--- src/rtl/fetch_stage.sv ---
// fetch_stage: MIPS instruction fetch with PC, imem handshake, redirects and IF/ID register.
// Optional IF_PERF_CNT_EN adds FetchCount/StallCount performance counters.
module fetch_stage #(
  parameter logic [31:0] RESET_PC   = 32'h0000_0000,
  parameter logic [31:0] HALT_INSTR = 32'hFFFF_FFFF
) (
  input  logic        clk,
  input  logic        rst_n,
  output logic [31:0] IMemAddr,
  output logic        IMemReq,
  input  logic        IMemReady,
  input  logic [31:0] IMemRdata,
  input  logic        StallF,
  input  logic        StallD,
  input  logic        FlushD,
  input  logic        BranchTakenD,
  input  logic [31:0] BranchTargetD,
  input  logic        JumpD,
  input  logic [31:0] JumpTargetD,
  input  logic        JrD,
  input  logic [31:0] JrTargetD,
  output logic [31:0] Instr_D,
  output logic [31:0] PCPlus4_D,
  output logic        ValidD,
  output logic        Halted
`ifdef IF_PERF_CNT_EN
  ,
  output logic [31:0] FetchCount,
  output logic [31:0] StallCount
`endif
);
  typedef enum logic [1:0] {IDLE, FETCH, WAIT, HALT} state_t;
  state_t state, state_nx;
  logic [31:0] pc, pc_nx, pc_plus4, redir_tgt;
  logic active, redir, is_halt, accept, load;
  // next-state, next-PC and handshake outputs
  always_comb begin
    pc_plus4  = pc + 32'd4;
    active    = (state == FETCH) || (state == WAIT);
    redir     = JrD || BranchTakenD || JumpD;
    redir_tgt = (JrD ? JrTargetD : BranchTakenD ? BranchTargetD : JumpTargetD) & 32'hFFFF_FFFC;
    is_halt   = active && IMemReady && (IMemRdata == HALT_INSTR);
    accept    = active && IMemReady && !StallF && !is_halt;
    load      = accept && !FlushD;
    pc_nx     = accept ? (redir ? redir_tgt : pc_plus4)
              : (active && !IMemReady && !StallF && redir) ? redir_tgt : pc;
    state_nx  = (state == IDLE) ? FETCH
              : (state == HALT || is_halt) ? HALT
              : IMemReady ? FETCH : WAIT;
    IMemReq   = active;
    IMemAddr  = pc;
    Halted    = (state == HALT);
  end
  // state and PC registers
  always_ff @(posedge clk or negedge rst_n) begin
    if (!rst_n) begin
      state <= IDLE;
      pc    <= RESET_PC;
    end else begin
      state <= state_nx;
      pc    <= pc_nx;
    end
  end
  // IF/ID pipeline register: stall holds, otherwise load instruction or bubble
  always_ff @(posedge clk or negedge rst_n) begin
    if (!rst_n) begin
      Instr_D   <= '0;
      PCPlus4_D <= '0;
      ValidD    <= 1'b0;
    end else if (!StallD) begin
      Instr_D   <= load ? IMemRdata : '0;
      PCPlus4_D <= load ? pc_plus4 : '0;
      ValidD    <= load;
    end
  end
`ifdef IF_PERF_CNT_EN
  // accepted-instruction and fetch-stall counters; idle in HALT since not active
  always_ff @(posedge clk or negedge rst_n) begin
    if (!rst_n) begin
      FetchCount <= '0;
      StallCount <= '0;
    end else begin
      if (load && !StallD) FetchCount <= FetchCount + 32'd1;
      if (active && (StallF || !IMemReady)) StallCount <= StallCount + 32'd1;
    end
  end
`endif
endmodule

--- config.mk ---
export PLATFORM = sky130hd
export DESIGN_NAME = fetch_stage
export DESIGN_NICKNAME = d
export VERILOG_FILES = /design/src/rtl/fetch_stage.sv
export SDC_FILE = /design/constraint.sdc
export NUM_CORES = 1
export LEC_CHECK = 0
export ABC_AREA = 1
export CAP_MARGIN = 20
export CORE_MARGIN = 4
export CORE_UTILIZATION = 40
export CTS_BUF_LIST = sky130_fd_sc_hd__clkbuf_8
export CTS_CLUSTER_SIZE = 30
export DETAILED_ROUTE_END_ITERATION = 7
export PLACE_DENSITY = 0.84
export REMOVE_ABC_BUFFERS = 1
export SETUP_SLACK_MARGIN = 0.2
export SYNTH_ARGS = -nofsm -noshare
export SYNTH_HDL_FRONTEND = slang
export SYNTH_SLANG_ARGS = --single-unit
--- constraint.sdc ---
create_clock -name clk -period 1.66 [get_ports clk]
set_clock_uncertainty 0.2 [all_clocks]
set_input_delay 0.166 -clock clk [delete_from_list [all_inputs] [get_ports clk]]
set_output_delay 0.166 -clock clk [all_outputs]
set_load 0.005 [all_outputs]
# Word level (Yosys, flattened, before mapping)
# Cells that the tools add are included.
[classes]
add_sub_neg = 1
n_eq_ne = 4
muxes = 10
reduce_logical = 18
[ops]
columns = ["op", "count"]
rows = [
  ["$mux W32", 7],
  ["$add A32 B3 Y32 const B", 1],
  ["$eq A32 B32 Y1 const B", 1],
  ["$logic_and A1 B1 Y1", 8],
  ["$mux W2", 3],
  ["$eq A2 B2 Y1 const B", 2],
  ["$logic_not A1 Y1", 4],
  ["$logic_or A1 B1 Y1", 4],
  ["$eq A2 B1 Y1 const B", 1],
  ["$logic_not A2 Y1", 1],
  ["$reduce_bool A2 Y1", 1],
]
[word_totals]
regBits = 99
in_bits = 137

# Longest topological paths before layout
# Gate-level depths: netlist of run 1.
[depth]
depth_word = 8
mapped_depth = 12
ltp_nobuf = 12

# Worst setup path before layout of run 1
# OpenSTA, ideal clock, no wires.
[synth_timing]
kind = "register to register"
from = "register state[0]"
to = "register pc[18], in the netlist IMemAddr[18]"
setup_time_ns = 0.117
arrival_ns = 1.529
setup_slack_ns = -0.186
path_stages_with_launch = 12
period_less_slack_ns = 1.846
path_cell_list = "dfrtp_1 > inv_1 > ha_1 > nand2_1 > nor2_1 > nand3_2 > nand2_2 > nor2_4 > buf_6 > nand2_1 > nand3_1 > nand2_1"
[synth_via]
elab_chain_cells = 7
word_cells_on_any_way = 13
cone_classes = "2 x eq/ne; 1 x mux; 10 x reduce/logical"
[synth_rtl]
columns = ["item", "line", "text"]
rows = [
  ["start, declared", "33", "state_t state, state_nx;"],
  ["start signal, assigned", "60", "state <= state_nx;"],
  ["$eq A2 B1 Y1 / $eq A2 B2 Y1 (equally long branches)", "39", "active = (state == FETCH) || (state == WAIT);"],
  ["$logic_or A1 B1 Y1 *", "39", ""],
  ["named net IMemReq", "10", "output logic IMemReq,"],
  ["$logic_and A1 B1 Y1", "42, 43", ""],
  ["$logic_and A1 B1 Y1", "42", "is_halt = active && IMemReady && (IMemRdata == HALT_INSTR);"],
  ["$logic_not A1 Y1", "43", "accept = active && IMemReady && !StallF && !is_halt;"],
  ["$logic_and A1 B1 Y1", "43", ""],
  ["$mux W32 / $reduce_bool A2 Y1 (equally long branches)", "n/a", ""],
  ["end signal, assigned", "61", "pc <= pc_nx;"],
  ["end, declared", "34", "logic [31:0] pc, pc_nx, pc_plus4, redir_tgt;"],
]
# The timed path passes the listed nets; every way through them passes the cells marked *.
# A chain may end at the register's enable or synchronous reset.

# Worst setup path in the final report of run 1
[layout_timing]
from = "register state[0]"
to = "register pc[25], in the netlist IMemAddr[25]"
[layout_via]
elab_chain_cells = 7
word_cells_on_any_way = 13
cone_classes = "2 x eq/ne; 1 x mux; 10 x reduce/logical"
[layout_rtl]
columns = ["item", "line"]
rows = [
  ["$eq A2 B1 Y1 / $eq A2 B2 Y1 (equally long branches)", "39"],
  ["$logic_or A1 B1 Y1 *", "39"],
  ["$logic_and A1 B1 Y1", "42, 43"],
  ["$logic_and A1 B1 Y1", "42"],
  ["$logic_not A1 Y1", "43"],
  ["$logic_and A1 B1 Y1", "43"],
  ["$mux W32 / $reduce_bool A2 Y1 (equally long branches)", "n/a"],
]
# Every way passes the cells marked *; elsewhere a longest branch is shown, timed or not.

==> results of run 1 <==
-- metal layers --
metal  track usage  share of wire  routed length [um]  up-vias
met5             0              0                   0        -
met4         0.109          0.039                 928        0
met3        0.0631           0.10                2420       89
met2         0.467           0.49               11500      437
met1         0.321           0.37                8650     3171
li1              -              -                   -     3091
-- cells in the mapped netlist (8+ instances only) --
| master | n | share of area |
|---|---|---|
| nand2_1 | 356 | 0.24 |
| dfrtp_1 | 96 | 0.43 |
| nor2_1 | 44 | 0.029 |
| nand3_1 | 41 | 0.037 |
| inv_1 | 32 | 0.021 |
| mux2i_1 | 30 | 0.054 |
| o21ai_0 | 25 | 0.022 |
| mux2_2 | 21 | 0.042 |
| buf_2 | 14 | 0.012 |
| xnor2_1 | 11 | 0.017 |
| clkbuf_1 | 9 | 0.0060 |
| o21a_1 | 9 | 0.012 |
| nand3b_1 | 8 | 0.011 |
-- worst register-to-register path, cell delays in order (launching register included) --
cell and delay, ps:
dfrtp_1 400, inv_2 60, ha_4 280, nand2_4 70
nor2_4 110, nand3_4 130, nand2_4 140, nand2_4 110
clkbuf_16 220, nand3_1 100, nand2_1 70
-- cell families (layout without fill, tap and decap cells) --
family          Yosys count  in the layout  share of synthesized area
xor+xnor                 14             14                     0.0219
fa+ha+maj                 3              3                    0.00670
simple gates            472            473                      0.346
compound gates           42             42                     0.0424
flops                    96             96                      0.428
mux                      51             51                     0.0957
buf+inv                  68            436                     0.0585
other cells               1              2                   0.000669
-- flip-flops by register name, summed over array words and instances, names as in the netlist --
| register | count |
|---|---|
| IMemAddr | 30 |
| PCPlus4_D | 31 |
| state | 2 |
| Instr_D | 32 |
| ValidD | 1 |
-- metrics by stage --
| step | utilization | setup TNS, ps | instances | worst slack (ps) |
|---|---|---|---|---|
| final | 0.729 | -22610 | 1293 | -336 |
| after global routing | 0.729 | -28020 | 1293 | -414 |
| after CTS | 0.706 | -14170 | 1282 | -190 |
| after detailed placement | 0.634 | -40820 | 1192 | -630 |
| after global placement | 0.634 | -37610 | 1192 | -548 |
| after floorplan | - | -38160 | 714 | -615 |
-- final cells by class --
type	count	area, um^2
inverter	34	135
clock buffer	9	124
timing repair buffer	386	3730
fill	963	3650
multi-input combinational	585	3120
clock inverter	7	119
tap	176	220
sequential	96	2410
-- cell usage in the layout, fill, tap and decap left out, drive strengths merged, types with 2 or more instances in the layout --
master,count
nor2,52
nand3,44
dfrtp,96
buf,189
clkbuf,12
mux2,21
xor2,3
bufinv,3
o21a,9
mux2i,30
inv,35
o21bai,2
ha,3
o21ai,30
dlygate4sd2,65
nand4,5
nor3b,2
xnor2,11
nand3b,8
clkinvlp,2
conb,2
clkdlybuf4s15,2
nand2,360
clkdlybuf4s50,126
-- what timing repair did --
action,CTS,global route
hold endpoints to repair,96,0
pin swaps,9,5
resized for setup,278,70
hold buffers,1,0
setup buffers,71,8
cloned,2,3
setup endpoints to repair,192,120
-- how the worst max path moves through the flow --
| stage | to | depth (start not counted) |
|---|---|---|
| floorplan | Instr_D[0]$_DFFE_PN0N_ | 8 |
| global placement | IMemAddr[4]$_DFFE_PN0P_ | 11 |
| detailed placement | IMemAddr[24]$_DFFE_PN0P_ | 10 |
| CTS | IMemAddr[18]$_DFFE_PN0P_ | 11 |
| global route | IMemAddr[24]$_DFFE_PN0P_ | 12 |
| finish | IMemAddr[25]$_DFFE_PN0P_ | 10 |
-- power breakdown --
group / leakage, nW / switching (mW) / internal (mW)
Sequential: 1.32 / 0 / 2.34
Combinational: 3.57 / 0.266 / 0.406
Clock: 0.116 / 0.875 / 1.00
Total: 5.01 / 1.14 / 3.75
==> metrics.csv, run 1 <==
metric,value,unit
run status,"complete, but fails checks",
violated checks,setup timing,
Vias/cell,5.25,
vias in the first global route,6828,
crit path max fanout,12,
relative slew slack,0.519,
final setup vio count,96,
finished layout cell area,9850,um^2
Post-Synthesis Cells,747,
CTS tree,done,
largest net degree at the start of global routing,65,
Seq cells post-synth,96,
fmax,501,MHz
Hold Path Class,in -> async,
Worst EP arrival,2060,ps
yosys warns,0,
"CTS clk-pin slew, worst paths",100,ps
Clock Path Buffers,2,
initial antenna violation count,0,
Placer Congestion,0.919,
# Max-Cap Violations,0,
drt initial violations,660,
FF-to-FF path depth,10,
ys flop type,dfrtp_1,
DIE AREA,16000,um^2
cells along the critical path,inv_2 -> ha_4 -> nand2_4 -> nor2_4 -> nand3_4 -> nand2_4 -> nand2_4 -> clkbuf_16 -> nand3_1 -> nand2_1,
RSZ-0062 raised after global routing,yes,
CP endpoint kind,register,
power consumption,4.89,mW
clk sinks,96,
clock root cell,clkbuf_8,
post-detail-place hpwl,14.7,mm
Leak,5.01,nW
CP max-delay cell,dfrtp_1,
Reg-to-Reg End,IMemAddr[25]$_DFFE_PN0P_,
power density cells,496,nW/um^2
WL/cell,18.2,um
post-route ant nets,0,
first-pass GRT wire length,34.6,mm
"EDFF count, synth",0,
Core Footprint,13500,um^2
Die Span X,126,um
worst slew pin tran,722,ps
Crit. Startpoint,state[0]$_DFF_PN0_,
nets@finish,1252,
"reg-to-reg slack, setup",-340,ps
DRT Pass-1 Iters,7,
Most Frequent Cell on Critical Path,nand2_4,
Placed Area,8560,um^2
WL final,23.5,mm
Crit path max-delay family,simple AND/OR/NAND/NOR gates,
I/O pins,236,
Starting Density,0.415,
via count,6788,
async set-reset flop share out of synthesis,1.00,
Worst EP required,1720,ps
I/O Buffers,227,
r2r startpoint,state[0]$_DFF_PN0_,
total congestion overflow,0,
synthesized area,5610,um^2
share of layout cells above drive strength 1,0.262,
Final Hold Fails,0,
post-synthesis sequential area ratio,0.428,
final hold slack,103,ps
Peak supply drop,0.457,mV
max incr delay on CP,400,ps
Yosys cell types,31,
Synth Area per Inst,7.51,um^2
worst path bufs/invs,2,
Setup crit start kind,register,
row count,42,
Pins Over Slew Limit,0,
total track usage,0.269,
DR DRC count,0,
Num CTS Buffers,9,
die height,126,um
period utilisation layout,1.20,
H-tree depth,3,
CP Class,reg -> reg,
clk_lat worst skew,370,ps
Final Worst Setup Slack,-336,ps
number of diodes,0,
area grow syn2layout,75.7,%
minimum clock period,2000,ps
No activity file was read; power rests on OpenSTA's default activity.
==> run 2: changes to the inputs <==
Settings changed: HOLD_SLACK_MARGIN set to 0.12.
==> results of run 2 <==
Same layout as run 1: the final DEF is identical, and so are final timing and power.
==> run 3: changes to the inputs <==
Settings changed: REMOVE_ABC_BUFFERS 1 to unset.
==> run 3 against run 2 <==
The flow still finishes with violations (setup timing). Setup slack worse by 56 ps. Sequential power hardly changed. Sequential share of layout area hardly changed. Cell area is 0.19% higher. Combinational power is 0.6% higher. Worst hold slack worse by 31 ps. Wire length is 0.66% higher. Total power is 1.8% higher. Utilization is 0.14 points higher. Flip-flop and latch count stayed put. Critical path type unchanged. Largest cell class unchanged.
==> metrics.csv, run 3 (synthesized netlist as in run 1, its figures left out) <==
metric,value,unit,change
run status,"complete, but fails checks",,
violated checks,setup timing,,
FF-to-FF path depth,12,,+2
vias in the first global route,6925,,+1.4%
power consumption,4.97,mW,+1.8%
Setup crit start kind,register,,
cells along the critical path,buf_4 -> nand3_2 -> inv_1 -> nand2_1 -> nor2_2 -> nand2_1 -> nand2_1 -> nand2_1 -> inv_1 -> nand2_1 -> nand3_2 -> nand2_1,,
finished layout cell area,9870,um^2,+0.19%
CP Class,reg -> reg,,
max reg flops,32,,unchanged
Placed Area,8650,um^2,+1.1%
Most Frequent Cell on Critical Path,nand2_1,,
WL final,23.7,mm,+0.66%
worst slew pin tran,660,ps,-61.6 ps
final setup vio count,95,,-1.0%
Pins Over Slew Limit,0,,unchanged
Reg-to-Reg End,IMemAddr[31]$_DFFE_PN0P_,,
Placer Congestion,0.976,,+6.2%
initial antenna violation count,0,,unchanged
crit path max fanout,3,,-9
die height,126,um,unchanged
I/O Buffers,227,,unchanged
CP max-delay cell,dfrtp_2,,
Hold Path Class,in -> async,,
clk_lat worst skew,380,ps,about the same
max incr delay on CP,440,ps,+40 ps
largest net degree at the start of global routing,65,,unchanged
Leak,5.00,nW,-0.18%
I/O pins,236,,unchanged
# Max-Cap Violations,0,,unchanged
total track usage,0.279,,+0.0101
Vias/cell,5.31,,+1.1%
Levels on crit path,12,,+2
post-route ant nets,0,,unchanged
share of layout cells above drive strength 1,0.263,,+0.000943
Die Span X,126,um,unchanged
period utilisation layout,1.24,,+0.0335
post-detail-place hpwl,15.1,mm,+3.0%
"non-filler cells, final",1289,,-0.31%
final hold slack,72.1,ps,-30.8 ps
CTS tree,done,,
Worst EP arrival,2130,ps,+70 ps
Crit. Startpoint,IMemAddr[3]$_DFFE_PN0P_,,
placed insts,1192,,unchanged
clock root cell,clkbuf_8,,
area grow syn2layout,76.1,%,
via count,6844,,+0.82%
"most common cell after layout, fill and taps aside",nand2_1,,
DIE AREA,16000,um^2,unchanged
"Core Util, Final",0.731,,+0.00139
Num CTS Buffers,9,,unchanged
row count,42,,unchanged
Final Hold Fails,0,,unchanged
first-pass GRT wire length,35.7,mm,+3.1%
Top reg by flops,Instr_D,,
power density cells,504,nW/um^2,+1.6%
number of diodes,0,,unchanged
Crit path max-delay family,simple AND/OR/NAND/NOR gates,,
Fin Setup TNS,-23740,ps,-1120 ps
Core Footprint,13500,um^2,unchanged
CP endpoint kind,register,,
DRT Pass-1 Iters,7,,unchanged
Clock Path Buffers,2,,unchanged
fmax,487,MHz,-2.7%
Place WS,-724,ps,-94.9 ps
r2r startpoint,IMemAddr[3]$_DFFE_PN0P_,,
worst path bufs/invs,3,,+1
Peak supply drop,0.447,mV,-2.2%
"reg-to-reg slack, setup",-390,ps,-60 ps
nets@finish,1248,,-0.32%
"CTS clk-pin slew, worst paths",110,ps,about the same
relative slew slack,0.560,,+0.0411
total congestion overflow,0,,unchanged
drt initial violations,950,,+44%
DR DRC count,0,,unchanged
H-tree depth,3,,unchanged
minimum clock period,2050,ps,+55.6 ps
RSZ-0062 raised after global routing,yes,,
Starting Density,0.415,,unchanged
most frequent cells in the layout,"nand2_1, clkdlybuf4s50_1, dfrtp_1, buf_4, buf_6",,
clk sinks,96,,unchanged
Final Worst Setup Slack,-391,ps,-55.6 ps
Worst EP required,1740,ps,+20 ps
WL/cell,18.4,um,+0.97%
worst setup path end,IMemAddr[31]$_DFFE_PN0P_,,
-- run 3: worst min-delay path by stage --
stage | endpoint | slack (ps) | cells after the start
final | IMemAddr[18]$_DFFE_PN0P_ | 70 | 2
after global routing | IMemAddr[18]$_DFFE_PN0P_ | 120 | 2
after CTS | Instr_D[13]$_DFFE_PN0N_ | 70 | 2
after detailed placement | Instr_D[13]$_DFFE_PN0N_ | -70 | 1
after global placement | Instr_D[13]$_DFFE_PN0N_ | -80 | 1
after floorplan | IMemAddr[10]$_DFFE_PN0P_ | -330 | 0
-- run 3: cell type report --
cell class / instances / area, um^2
repair buffers: 382 / 3690
fillers: 954 / 3630
multi-input cells: 585 / 3160
flip-flops and latches: 96 / 2410
well taps: 176 / 220
clock buffers: 11 / 151
inverters: 34 / 143
clock inverters: 5 / 103
-- run 3: report_power, final --
part / leakage (nW) / switching [mW] / total [mW] / internal [mW]
sequential: 1.32 / 0 / 2.34 / 2.34
clock: 0.126 / 0.879 / 1.96 / 1.08
combinational: 3.55 / 0.270 / 0.676 / 0.405
total: 5.00 / 1.15 / 4.97 / 3.82
-- run 3: what timing repair did --
| action | CTS | global route |
|---|---|---|
| pin swaps | 9 | 4 |
| gates resized for setup | 284 | 36 |
| setup buffers | 66 | 9 |
| gates cloned | 3 | 1 |
| setup endpoints to repair | 191 | 120 |
| hold endpoints to repair | 96 | 1 |
| hold buffers | 1 | 1 |
-- run 3: layer usage --
layer / part of all wire / global-route usage / vias to the layer above / wire length (um)
met5: 0 / 0 / - / 0
met4: 0.044 / 0.111 / 0 / 1050
met3: 0.12 / 0.0702 / 123 / 2900
met2: 0.47 / 0.479 / 553 / 11100
met1: 0.36 / 0.336 / 3074 / 8610
li1: - / - / 3094 / -
